### config.mk
export PLATFORM = sky130hd
export DESIGN_NAME = mem_arbiter_flat
export DESIGN_NICKNAME = d
export VERILOG_FILES = /design/src/rtl/mem_arbiter_if.sv /design/src/rtl/mem_arbiter.sv /design/src/flat_wrapper.sv
export SDC_FILE = /design/constraint.sdc
export NUM_CORES = 1
export LEC_CHECK = 0
export ABC_AREA = 1
export CELL_PAD_IN_SITES_DETAIL_PLACEMENT = 0
export CELL_PAD_IN_SITES_GLOBAL_PLACEMENT = 2
export CORE_MARGIN = 5
export CORE_UTILIZATION = 23
export CTS_BUF_LIST = sky130_fd_sc_hd__clkbuf_16
export CTS_CLUSTER_SIZE = 8
export DETAILED_ROUTE_END_ITERATION = 6
export GPL_TIMING_DRIVEN = 1
export PLACE_DENSITY = 0.85
export RECOVER_POWER = 50
export SETUP_SLACK_MARGIN = 0.02
export SYNTH_ARGS = -nofsm -noshare
export SYNTH_HDL_FRONTEND = slang
export SYNTH_SLANG_ARGS = --single-unit
### constraint.sdc
create_clock -name clk -period 11.6 [get_ports clk]
set_clock_uncertainty 0.1 [all_clocks]
set_input_delay 2.32 -clock clk [delete_from_list [all_inputs] [get_ports clk]]
set_output_delay 2.32 -clock clk [all_outputs]
set_load 0.005 [all_outputs]
### src/rtl/mem_arbiter_if.sv
// mem_arbiter_if: request, response and memory-side signals of the
// shared line-memory arbiter, with master (requesters/memory) and slave (arbiter) views.
interface mem_arbiter_if #(
    parameter int DATA_WIDTH = 128,
    parameter int ADDR_WIDTH = 32
);
    logic                  ic_req;
    logic [ADDR_WIDTH-1:0] ic_addr;
    logic                  ic_ack;
    logic                  dc_req;
    logic                  dc_wr;
    logic [ADDR_WIDTH-1:0] dc_addr;
    logic [DATA_WIDTH-1:0] dc_wdata;
    logic                  dc_ack;
    logic [DATA_WIDTH-1:0] rdata;
    logic                  busy;
    logic                  mem_rd_wr;
    logic                  mem_we;
    logic [ADDR_WIDTH-1:0] mem_addr;
    logic [DATA_WIDTH-1:0] mem_data_wr;
    logic [DATA_WIDTH-1:0] mem_data_rd;

    modport slave (
        input  ic_req, ic_addr, dc_req, dc_wr, dc_addr, dc_wdata, mem_data_rd,
        output ic_ack, dc_ack, rdata, busy, mem_rd_wr, mem_we, mem_addr, mem_data_wr
    );

    modport master (
        output ic_req, ic_addr, dc_req, dc_wr, dc_addr, dc_wdata, mem_data_rd,
        input  ic_ack, dc_ack, rdata, busy, mem_rd_wr, mem_we, mem_addr, mem_data_wr
    );
endinterface

### src/rtl/mem_arbiter.sv
// mem_arbiter: grants icache (port 0) / dcache (port 1) line accesses to one memory port.
// Define MEM_ARB_RR_EN for round-robin tie-break; default is dcache-wins fixed priority.
module mem_arbiter #(
    parameter int DATA_WIDTH = 128,
    parameter int ADDR_WIDTH = 32,
    parameter int MEM_LAT    = 4
) (
    input logic         clk,
    input logic         reset,
    mem_arbiter_if.slave bus
);
    localparam logic [1:0] S_IDLE = 2'd0;
    localparam logic [1:0] S_BUSY = 2'd1;
    localparam logic [1:0] S_RESP = 2'd2;
    localparam logic [7:0] LAT_M1 = 8'(MEM_LAT - 1);

    logic [1:0]            r_state;
    logic [7:0]            r_cnt;
    logic                  r_gnt;
    logic                  r_mem_wr;
    logic                  r_ic_ack;
    logic                  r_dc_ack;
    logic [DATA_WIDTH-1:0] r_rdata;
    logic [ADDR_WIDTH-1:0] r_mem_addr;
    logic [DATA_WIDTH-1:0] r_mem_data_wr;

    logic w_any;
    logic w_win;

    assign w_any = bus.ic_req | bus.dc_req;

`ifdef MEM_ARB_RR_EN
    logic r_ptr;
    logic w_tie;

    assign w_tie = bus.ic_req & bus.dc_req;
    assign w_win = w_tie ? ~r_ptr : bus.dc_req;

    // Remember the last granted port so the other one wins the next tie
    always_ff @(posedge clk or posedge reset) begin
        if (reset) begin
            r_ptr <= 1'b0;
        end else if (r_state == S_IDLE && w_any) begin
            r_ptr <= w_win;
        end
    end
`else
    assign w_win = bus.dc_req;
`endif

    // Grant, hold the memory controls for MEM_LAT cycles, then pulse the ack
    always_ff @(posedge clk or posedge reset) begin
        if (reset) begin
            r_state       <= S_IDLE;
            r_cnt         <= 8'd0;
            r_gnt         <= 1'b0;
            r_mem_wr      <= 1'b0;
            r_ic_ack      <= 1'b0;
            r_dc_ack      <= 1'b0;
            r_rdata       <= '0;
            r_mem_addr    <= '0;
            r_mem_data_wr <= '0;
        end else begin
            r_ic_ack <= 1'b0;
            r_dc_ack <= 1'b0;
            unique case (r_state)
                S_IDLE: begin
                    if (w_any) begin
                        r_gnt    <= w_win;
                        r_cnt    <= LAT_M1;
                        r_mem_wr <= w_win & bus.dc_wr;
                        r_state  <= S_BUSY;
                        if (w_win) begin
                            r_mem_addr    <= bus.dc_addr;
                            r_mem_data_wr <= bus.dc_wdata;
                        end else begin
                            r_mem_addr <= bus.ic_addr;
                        end
                    end
                end
                S_BUSY: begin
                    if (r_cnt == 8'd0) begin
                        if (!r_mem_wr) begin
                            r_rdata <= bus.mem_data_rd;
                        end
                        r_mem_wr <= 1'b0;
                        r_ic_ack <= ~r_gnt;
                        r_dc_ack <= r_gnt;
                        r_state  <= S_RESP;
                    end else begin
                        r_cnt <= r_cnt - 8'd1;
                    end
                end
                S_RESP: begin
                    r_state <= S_IDLE;
                end
                default: begin
                    r_state <= S_IDLE;
                end
            endcase
        end
    end

    assign bus.ic_ack      = r_ic_ack;
    assign bus.dc_ack      = r_dc_ack;
    assign bus.rdata       = r_rdata;
    assign bus.busy        = (r_state != S_IDLE);
    assign bus.mem_rd_wr   = r_mem_wr;
    assign bus.mem_we      = r_mem_wr;
    assign bus.mem_addr    = r_mem_addr;
    assign bus.mem_data_wr = r_mem_data_wr;
endmodule

### src/flat_wrapper.sv
// flat-port wrapper written by rule: the top's interface ports become plain ports
module mem_arbiter_flat 
#(
    parameter int DATA_WIDTH = 128,
    parameter int ADDR_WIDTH = 32,
    parameter int MEM_LAT    = 4
)
  (clk, reset, bus_ic_req, bus_ic_addr, bus_dc_req, bus_dc_wr, bus_dc_addr, bus_dc_wdata, bus_mem_data_rd, bus_ic_ack, bus_dc_ack, bus_rdata, bus_busy, bus_mem_rd_wr, bus_mem_we, bus_mem_addr, bus_mem_data_wr);
  mem_arbiter_if #(.DATA_WIDTH(DATA_WIDTH), .ADDR_WIDTH(ADDR_WIDTH)) bus_i ();
  input logic clk;
  input logic reset;
  input wire logic [$bits(bus_i.ic_req)-1:0] bus_ic_req;
  input wire logic [$bits(bus_i.ic_addr)-1:0] bus_ic_addr;
  input wire logic [$bits(bus_i.dc_req)-1:0] bus_dc_req;
  input wire logic [$bits(bus_i.dc_wr)-1:0] bus_dc_wr;
  input wire logic [$bits(bus_i.dc_addr)-1:0] bus_dc_addr;
  input wire logic [$bits(bus_i.dc_wdata)-1:0] bus_dc_wdata;
  input wire logic [$bits(bus_i.mem_data_rd)-1:0] bus_mem_data_rd;
  output wire logic [$bits(bus_i.ic_ack)-1:0] bus_ic_ack;
  output wire logic [$bits(bus_i.dc_ack)-1:0] bus_dc_ack;
  output wire logic [$bits(bus_i.rdata)-1:0] bus_rdata;
  output wire logic [$bits(bus_i.busy)-1:0] bus_busy;
  output wire logic [$bits(bus_i.mem_rd_wr)-1:0] bus_mem_rd_wr;
  output wire logic [$bits(bus_i.mem_we)-1:0] bus_mem_we;
  output wire logic [$bits(bus_i.mem_addr)-1:0] bus_mem_addr;
  output wire logic [$bits(bus_i.mem_data_wr)-1:0] bus_mem_data_wr;
  assign bus_i.ic_req = bus_ic_req;
  assign bus_i.ic_addr = bus_ic_addr;
  assign bus_i.dc_req = bus_dc_req;
  assign bus_i.dc_wr = bus_dc_wr;
  assign bus_i.dc_addr = bus_dc_addr;
  assign bus_i.dc_wdata = bus_dc_wdata;
  assign bus_i.mem_data_rd = bus_mem_data_rd;
  assign bus_ic_ack = bus_i.ic_ack;
  assign bus_dc_ack = bus_i.dc_ack;
  assign bus_rdata = bus_i.rdata;
  assign bus_busy = bus_i.busy;
  assign bus_mem_rd_wr = bus_i.mem_rd_wr;
  assign bus_mem_we = bus_i.mem_we;
  assign bus_mem_addr = bus_i.mem_addr;
  assign bus_mem_data_wr = bus_i.mem_data_wr;
  mem_arbiter #(.DATA_WIDTH(DATA_WIDTH), .ADDR_WIDTH(ADDR_WIDTH), .MEM_LAT(MEM_LAT)) u_core (.clk(clk), .reset(reset), .bus(bus_i));
endmodule
## Word level (Yosys, flattened, before mapping)

Cells that the tools add are included.

- Register bits: 302
- Bits in latches: 0
- RAM bits: 0
- ROM bits: 0
- Input port bits: 325
- Output and inout port bits: 293
- Memories: 0

- $add $sub $neg: 1
- Multipliers: 0
- Div/mod/pow operators: 0
- Order comparisons: 0
- Eq/ne operators: 4
- Shift operators: 0
- Muxes and demuxes: 14
- Bitwise logic cells: 4
- Reductions and logical operators: 10

Operator list:

| cell | number |
|---|---|
| two-way mux 32 bit | 1 |
| two-way mux 8 bit | 2 |
| one-hot mux 8 bit (2 select lines) | 1 |
| AND reduction 3 bit | 4 |
| zero test 8 bit | 1 |
| subtractor 8 x 1 -> 8 bit (second input constant) | 1 |
| two-way mux 1 bit | 6 |
| two-way mux 2 bit | 2 |
| inequality test 2 x 1 -> 1 bit (second input constant) | 2 |
| one-hot mux 2 bit (2 select lines) | 1 |
| AND reduction 2 bit | 2 |
| nonzero test 2 bit | 2 |
| == test 2 x 1 -> 1 bit (second input constant) | 1 |
| zero test 2 bit | 1 |
| inequality test 2 bit (second input constant) | 1 |
| inverter 1 bit | 2 |
| one-hot mux 1 bit (2 select lines) | 1 |
| AND 1 bit | 1 |
| bitwise OR 1 bit | 1 |

## Longest topological paths before layout

Gate-level depths: netlist of the first run.

- Depth in word-level cells: 3
- Gate-level depth with buffers: 11

## Worst setup path after synthesis of the first run

OpenSTA, ideal clock, no wires.

- Path kind: input to register
- Start point: input port bus_dc_req
- End point: register u_core.r_mem_data_wr[0], in the netlist u_core.bus.mem_data_wr[0]
- Library setup time: 0.125 ns
- Arrival time: 3.317 ns
- Data required time: 11.375 ns
- Slack: 8.058 ns
- Stages on the path: 5
- Buffers on the path: 3
- Path through: buf_2 nand2_1 buf_2 buf_2 mux2_2

- Longest elaborated chain between the ends: 2

RTL lines:

| element | RTL line | source |
|---|---|---|
| from (decl) | flat_wrapper.sv:14 | `input wire logic [$bits(bus_i.dc_req)-1:0] bus_dc_req;` |
| bitwise OR 1 bit | mem_arbiter.sv:30 | `assign w_any = bus.ic_req \| bus.dc_req;` |
| AND reduction 3 bit (no source line) (*) | -- |  |
| to (signal assigned) | mem_arbiter.sv:75 | `r_mem_data_wr <= bus.dc_wdata;` |
| to (decl) | mem_arbiter.sv:25 | `logic [DATA_WIDTH-1:0] r_mem_data_wr;` |

Mark *: on every way between the ends. The rest lies on a longest branch, timed or not.
A chain may end at the register's enable or synchronous reset.

## Final worst setup path of the first run

- Start point: register u_core.r_cnt[0]
- End point: register u_core.r_rdata[114], in the netlist u_core.bus.rdata[114]

- Longest elaborated chain between the ends: 2

RTL lines:

| element | RTL line | source |
|---|---|---|
| from (decl) | mem_arbiter.sv:18 | `logic [7:0] r_cnt;` |
| from (signal assigned) | mem_arbiter.sv:91 | `r_cnt <= r_cnt - 8'd1;` |
| zero test 8 bit | mem_arbiter.sv:82 | `if (r_cnt == 8'd0) begin` |
| AND reduction 3 bit (no source line) | -- |  |
| to (signal assigned) | mem_arbiter.sv:84 | `r_rdata <= bus.mem_data_rd;` |
| to (decl) | mem_arbiter.sv:23 | `logic [DATA_WIDTH-1:0] r_rdata;` |

No other way between the ends.

==> metrics.cfg, run 1 <==
[critical_path]
cp-start-kind=flop
cp.required_ps=11970
r2r-start=u_core.r_cnt[0]
reg2reg_depth=10
crit_arrival_ps=6360
endpoint_kind=flop
reg2reg_setup_slack_ps=5610
path_class=flop to flop
crit_fanout=77
r2r_end=u_core.bus.rdata[114]

[synth]
synth-seq-area-share=0.626
synth_nets=1430
synth-edff-count=0
syn_inst=1104
synth_area_per_cell_sq_um=10.9
synthDistinctLibCells=23
ys_seq_elements=302
synth-async-reset-ratio=1.00
ys_warn_count=0
synth_flop_cell=dfrtp_1
synth_area_sq_mm=0.0121

[detailed_routing]
drtAntennaViolNets=0
drc_errors=0
drtIter0Drc=376
wl_per_cell_um=18.8
drtPass1Iterations=4
vias_per_cell=4.25
vias=10200
wirelength_um=45000

[floorplanning]
die_w_um=239
rows=84
core_area_sq_mm=0.0523
die_area_sq_mm=0.0572
die_h_um=239
start_util=0.231
io_pins=618

[cts]
post_cts_resized=0
clkTransAtPathRegs_ps=50
cts_hold_buf=0
cts_root_buffer=clkbuf_16
post_cts_buffers=0
cts.sinks=302
clock_latency_ps=540
htree_levels=2
cts_inserted_buffers=44
clockBufferDepth=3
cts_tree=built

[global_route]
grt_usage=0.150
grt_max_degree=93
grt-ovfl-total=0
grt_pass1_vias=10700
grt_pass1_wl_um=66600
antenna_found_initial=6

[placement]
dpl_cell_area_sq_mm=0.0187
gp_congestion=0.822
pre_cts_slack_ps=6300
place_inst=2346
io_buffer_count=617
hpwlAfterDp_um=33000

[sta]
fin_crit_sh=0.517
setup_violations=0
slew_viol_final=227
whs_ps=330
rsz0062_at_grt=false
setup_tns_ps=0
relSlewSlack=-1.83
post-route-min-period_ps=5990
worst_slew_pin_slew_ps=4220
fmax_ghz=0.167
fin_ws_ps=5610
hold_viol=0

[min_path]
holdCritPathClass=flop to flop
min_delay_path_depth=1
hold_end=u_core.bus.ic_ack
hold_start=u_core.r_gnt

[power]
leakage_nw=8.81
fin_total_pwr_mw=5.12
irDropWorstVdd_mv=0.0929
p_per_area_mw_per_mm2=258

[status]
violations=max-capacitance violations, max-slew violations
outcome=finished with violations

[cells_and_area]
drive_gt1_frac=0.113
area_growth_pct=64.2
final_common_cell=clkdlybuf4s50_1
final_nets=2030
utilization=0.379
layout_common_cells=clkdlybuf4s50_1, nand2_1, dfrtp_1, dlygate4sd3_1, nand3_1
fill_cells=5193
final-instance-count-excl-fill=2399
stdcell_area_sq_mm=0.0198

[flow_run]
cap_violations=4

==> synthesized netlist by cell type, types with 3 or more instances <==
cell type	n	area (sq um)
dfrtp_1	302	7560
mux2_2	128	1440
o21ai_0	4	20.0
nand3_1	133	666
nand2_1	351	1320
nor2_1	45	169
inv_1	17	63.8
buf_6	24	270
clkbuf_1	22	82.6
nor2_2	3	18.8
a31oi_1	32	200
buf_2	21	105
nand4_1	4	25.0
buf_4	4	30.0
nand2_2	3	18.8
==> area by class of cell <==
type / count / area (sq um) / area share
repair buffers: 625 / 6230 / 0.314
clock inverters: 7 / 45.0 / 0.00227
inverters: 19 / 76.3 / 0.00385
diodes: 2 / 5.00 / 0.000252
clock buffers: 44 / 1100 / 0.0555
multi-input cells: 712 / 3950 / 0.199
flip-flops and latches: 302 / 7560 / 0.381
well taps: 688 / 861 / 0.0434
==> sequential cells by signal (all words and copies together), names as in the netlist, 2 cells and up <==
signal	count
u_core.bus.mem_addr	32
u_core.bus.rdata	128
u_core.bus.mem_data_wr	128
u_core.r_state	2
u_core.r_cnt	8
==> where the power goes <==
part / switching (mW) / internal [mW]
Sequential: 0.271 / 1.59
Combinational: 0.934 / 1.20
Clock: 0.449 / 0.666
Total: 1.65 / 3.46
==> how the worst max path moves through the flow <==
| stage | to | from | slack [ps] |
|---|---|---|---|
| 6_report | u_core.bus.rdata[114] | u_core.r_cnt[0] | 5610 |
| 5_1_grt | u_core.bus.mem_addr[10] | reset | 4790 |
| 4_1_cts | u_core.bus.mem_data_wr[62] | bus_dc_req | 6890 |
| 3_5_place_dp | u_core.bus.mem_data_wr[104] | bus_dc_req | 6300 |
| 3_3_place_gp | u_core.bus.mem_data_wr[62] | bus_dc_req | 6340 |
| 2_1_floorplan | u_core.bus.dc_ack | reset | 830 |
==> cell families (layout without fill, tap and decap cells) <==
| group | Yosys count | in the layout | synth area share |
|---|---|---|---|
| compound gates | 39 | 39 | 0.0204 |
| xor+xnor | 2 | 2 | 0.00145 |
| other cells | 0 | 2 | 0 |
| flops | 302 | 302 | 0.626 |
| buf+inv | 90 | 695 | 0.0463 |
| mux | 128 | 128 | 0.119 |
| simple gates | 542 | 542 | 0.186 |
| fa+ha+maj | 1 | 1 | 0.00104 |
==> critical path, cell delays in order (launching register included) <==
cell	delay, ps
dfrtp_1	350
inv_1	100
ha_1	280
nand3_1	130
nor2_1	70
nand2_1	130
clkinvlp_2	1430
nand2_1	2160
buf_4	870
nand2_1	110
nand2_1	110
==> metal layers <==
metal	share of wire	track usage	vias to the layer above
li1	-	-	4819
met1	0.39	0.175	4867
met2	0.49	0.257	424
met3	0.092	0.0558	82
met4	0.028	0.0436	10
met5	0.0012	0	-
Power figures use the tool's default switching activity.
==> run 2, diff against run 1 <==
- clock period: 11.6 -> 6 ns (I/O delays scaled with it)
==> run 2 against run 1 <==
Net effect:
- via count is 0.40% lower
- the flow still finishes with violations (max-capacitance violations, max-slew violations)
- critical endpoint is now u_core.r_cnt[5]
- global-route usage is 0.070 points higher
- clock power is 98% higher
==> metrics.cfg, run 2 (same netlist as run 1, synthesis figures left out) <==
[status]
outcome=finished with violations
violations=max-capacitance violations, max-slew violations

[sta]
rsz0062_at_grt=false
hold_viol=0
slew_viol_final=37
fin_crit_sh=0.735
setup_violations=0
setup_tns_ps=0
relSlewSlack=-0.130
worst_slew_pin_slew_ps=1700
post-route-min-period_ps=4410
fmax_ghz=0.227

[cells_and_area]
final_common_cell=clkdlybuf4s50_1
stdcell_area_sq_mm=0.0199
multi_input_area_sq_mm=0.00396
area_growth_pct=64.9
seqCellArea_sq_mm=0.00756
drive_gt1_frac=0.114
final_nets=2029
layout_common_cells=clkdlybuf4s50_1, nand2_1, dfrtp_1, nand3_1, mux2_2
fill_cells=5208

[global_route]
grt_max_degree=160
grt_usage=0.150
antenna_found_initial=6
grt_pass1_vias=11000
grt_pass1_wl_um=67200
grt-ovfl-total=0

[critical_path]
cp.required_ps=6330
crit_fanout=66
path_class=input port to flop
reg2reg_depth=10
cp-start-kind=input port
endpoint_kind=flop
crit_arrival_ps=4740

[min_path]
holdCritPathClass=flop to flop
min_delay_path_depth=1

[floorplanning]
io_pins=618
die_area_sq_mm=0.0572
start_util=0.231
die_w_um=239
core_area_sq_mm=0.0523
die_h_um=239
rows=84

[cts]
post_cts_buffers=0
htree_levels=2
clockBufferDepth=3
clock_latency_ps=550
cts_hold_buf=0
cts.sinks=302
clkTransAtPathRegs_ps=50
cts_root_buffer=clkbuf_16
cts_tree=built
post_cts_resized=0
cts_inserted_buffers=44

[detailed_routing]
vias=10200
vias_per_cell=4.23
drc_errors=0
wl_per_cell_um=18.7
drtAntennaViolNets=0
wirelength_um=44900
drtPass1Iterations=4
drtIter0Drc=434

[placement]
hpwlAfterDp_um=32400
io_buffer_count=617
dpl_cell_area_sq_mm=0.0187
gp_congestion=0.798

[flow_run]
cap_violations=1

[power]
p_per_area_mw_per_mm2=506
leakage_nw=8.81
irDropWorstVdd_mv=0.276

[run 2: worst paths after layout]
check / from / slack (ps) / endpoint
min in group asynchronous: reset / 1270 / u_core.bus.rdata[49]
max in group asynchronous: reset / 3640 / u_core.bus.mem_data_wr[11]
min: u_core.r_gnt / 340 / u_core.bus.ic_ack
max reg2reg: u_core.r_cnt[0] / 2590 / u_core.bus.rdata[53]
max: bus_dc_req / 1590 / u_core.r_cnt[5]
min reg2reg: u_core.r_gnt / 340 / u_core.bus.ic_ack
[run 2: through the flow]
step                      std cells  hold WS [ps]   util  power (mW)  worst slack (ps)
after floorplan                1104           303      -        5.35               685
after global placement         2345           314  0.358        8.08              2500
after detailed placement       2345           328  0.358        8.17              2460
after CTS                      2397           336  0.381        10.5              2550
after global routing           2399           354  0.380        10.8              1220
final                          2402           338  0.381        10.1              1590
[run 2: cell type report]
cell class | count | area share
diodes | 5 | 0.000628
clock buffers | 46 | 0.0578
clock inverters | 6 | 0.00195
inverters | 19 | 0.00389
multi-input cells | 712 | 0.199
flip-flops and latches | 302 | 0.379
well taps | 688 | 0.0432
repair buffers | 624 | 0.314
[run 2: where the power goes]
group	switching, mW	internal (mW)	total (mW)
registers	0.531	3.08	3.61
clock network	0.883	1.34	2.22
logic	1.79	2.46	4.25
[run 2: critical path, stage by stage]
cell           delay [ps]
dlygate4sd3_1         520
clkbuf_1             1220
o21ai_0               560
inv_2                 880
a21oi_2               130
nand2_1               130
nand2_1                60
[run 2: per-layer routing]
layer,GRT usage,routed length [um]
met4,0.0538,1480
met3,0.0594,4470
met5,0,34
met1,0.171,16800
met2,0.257,22100
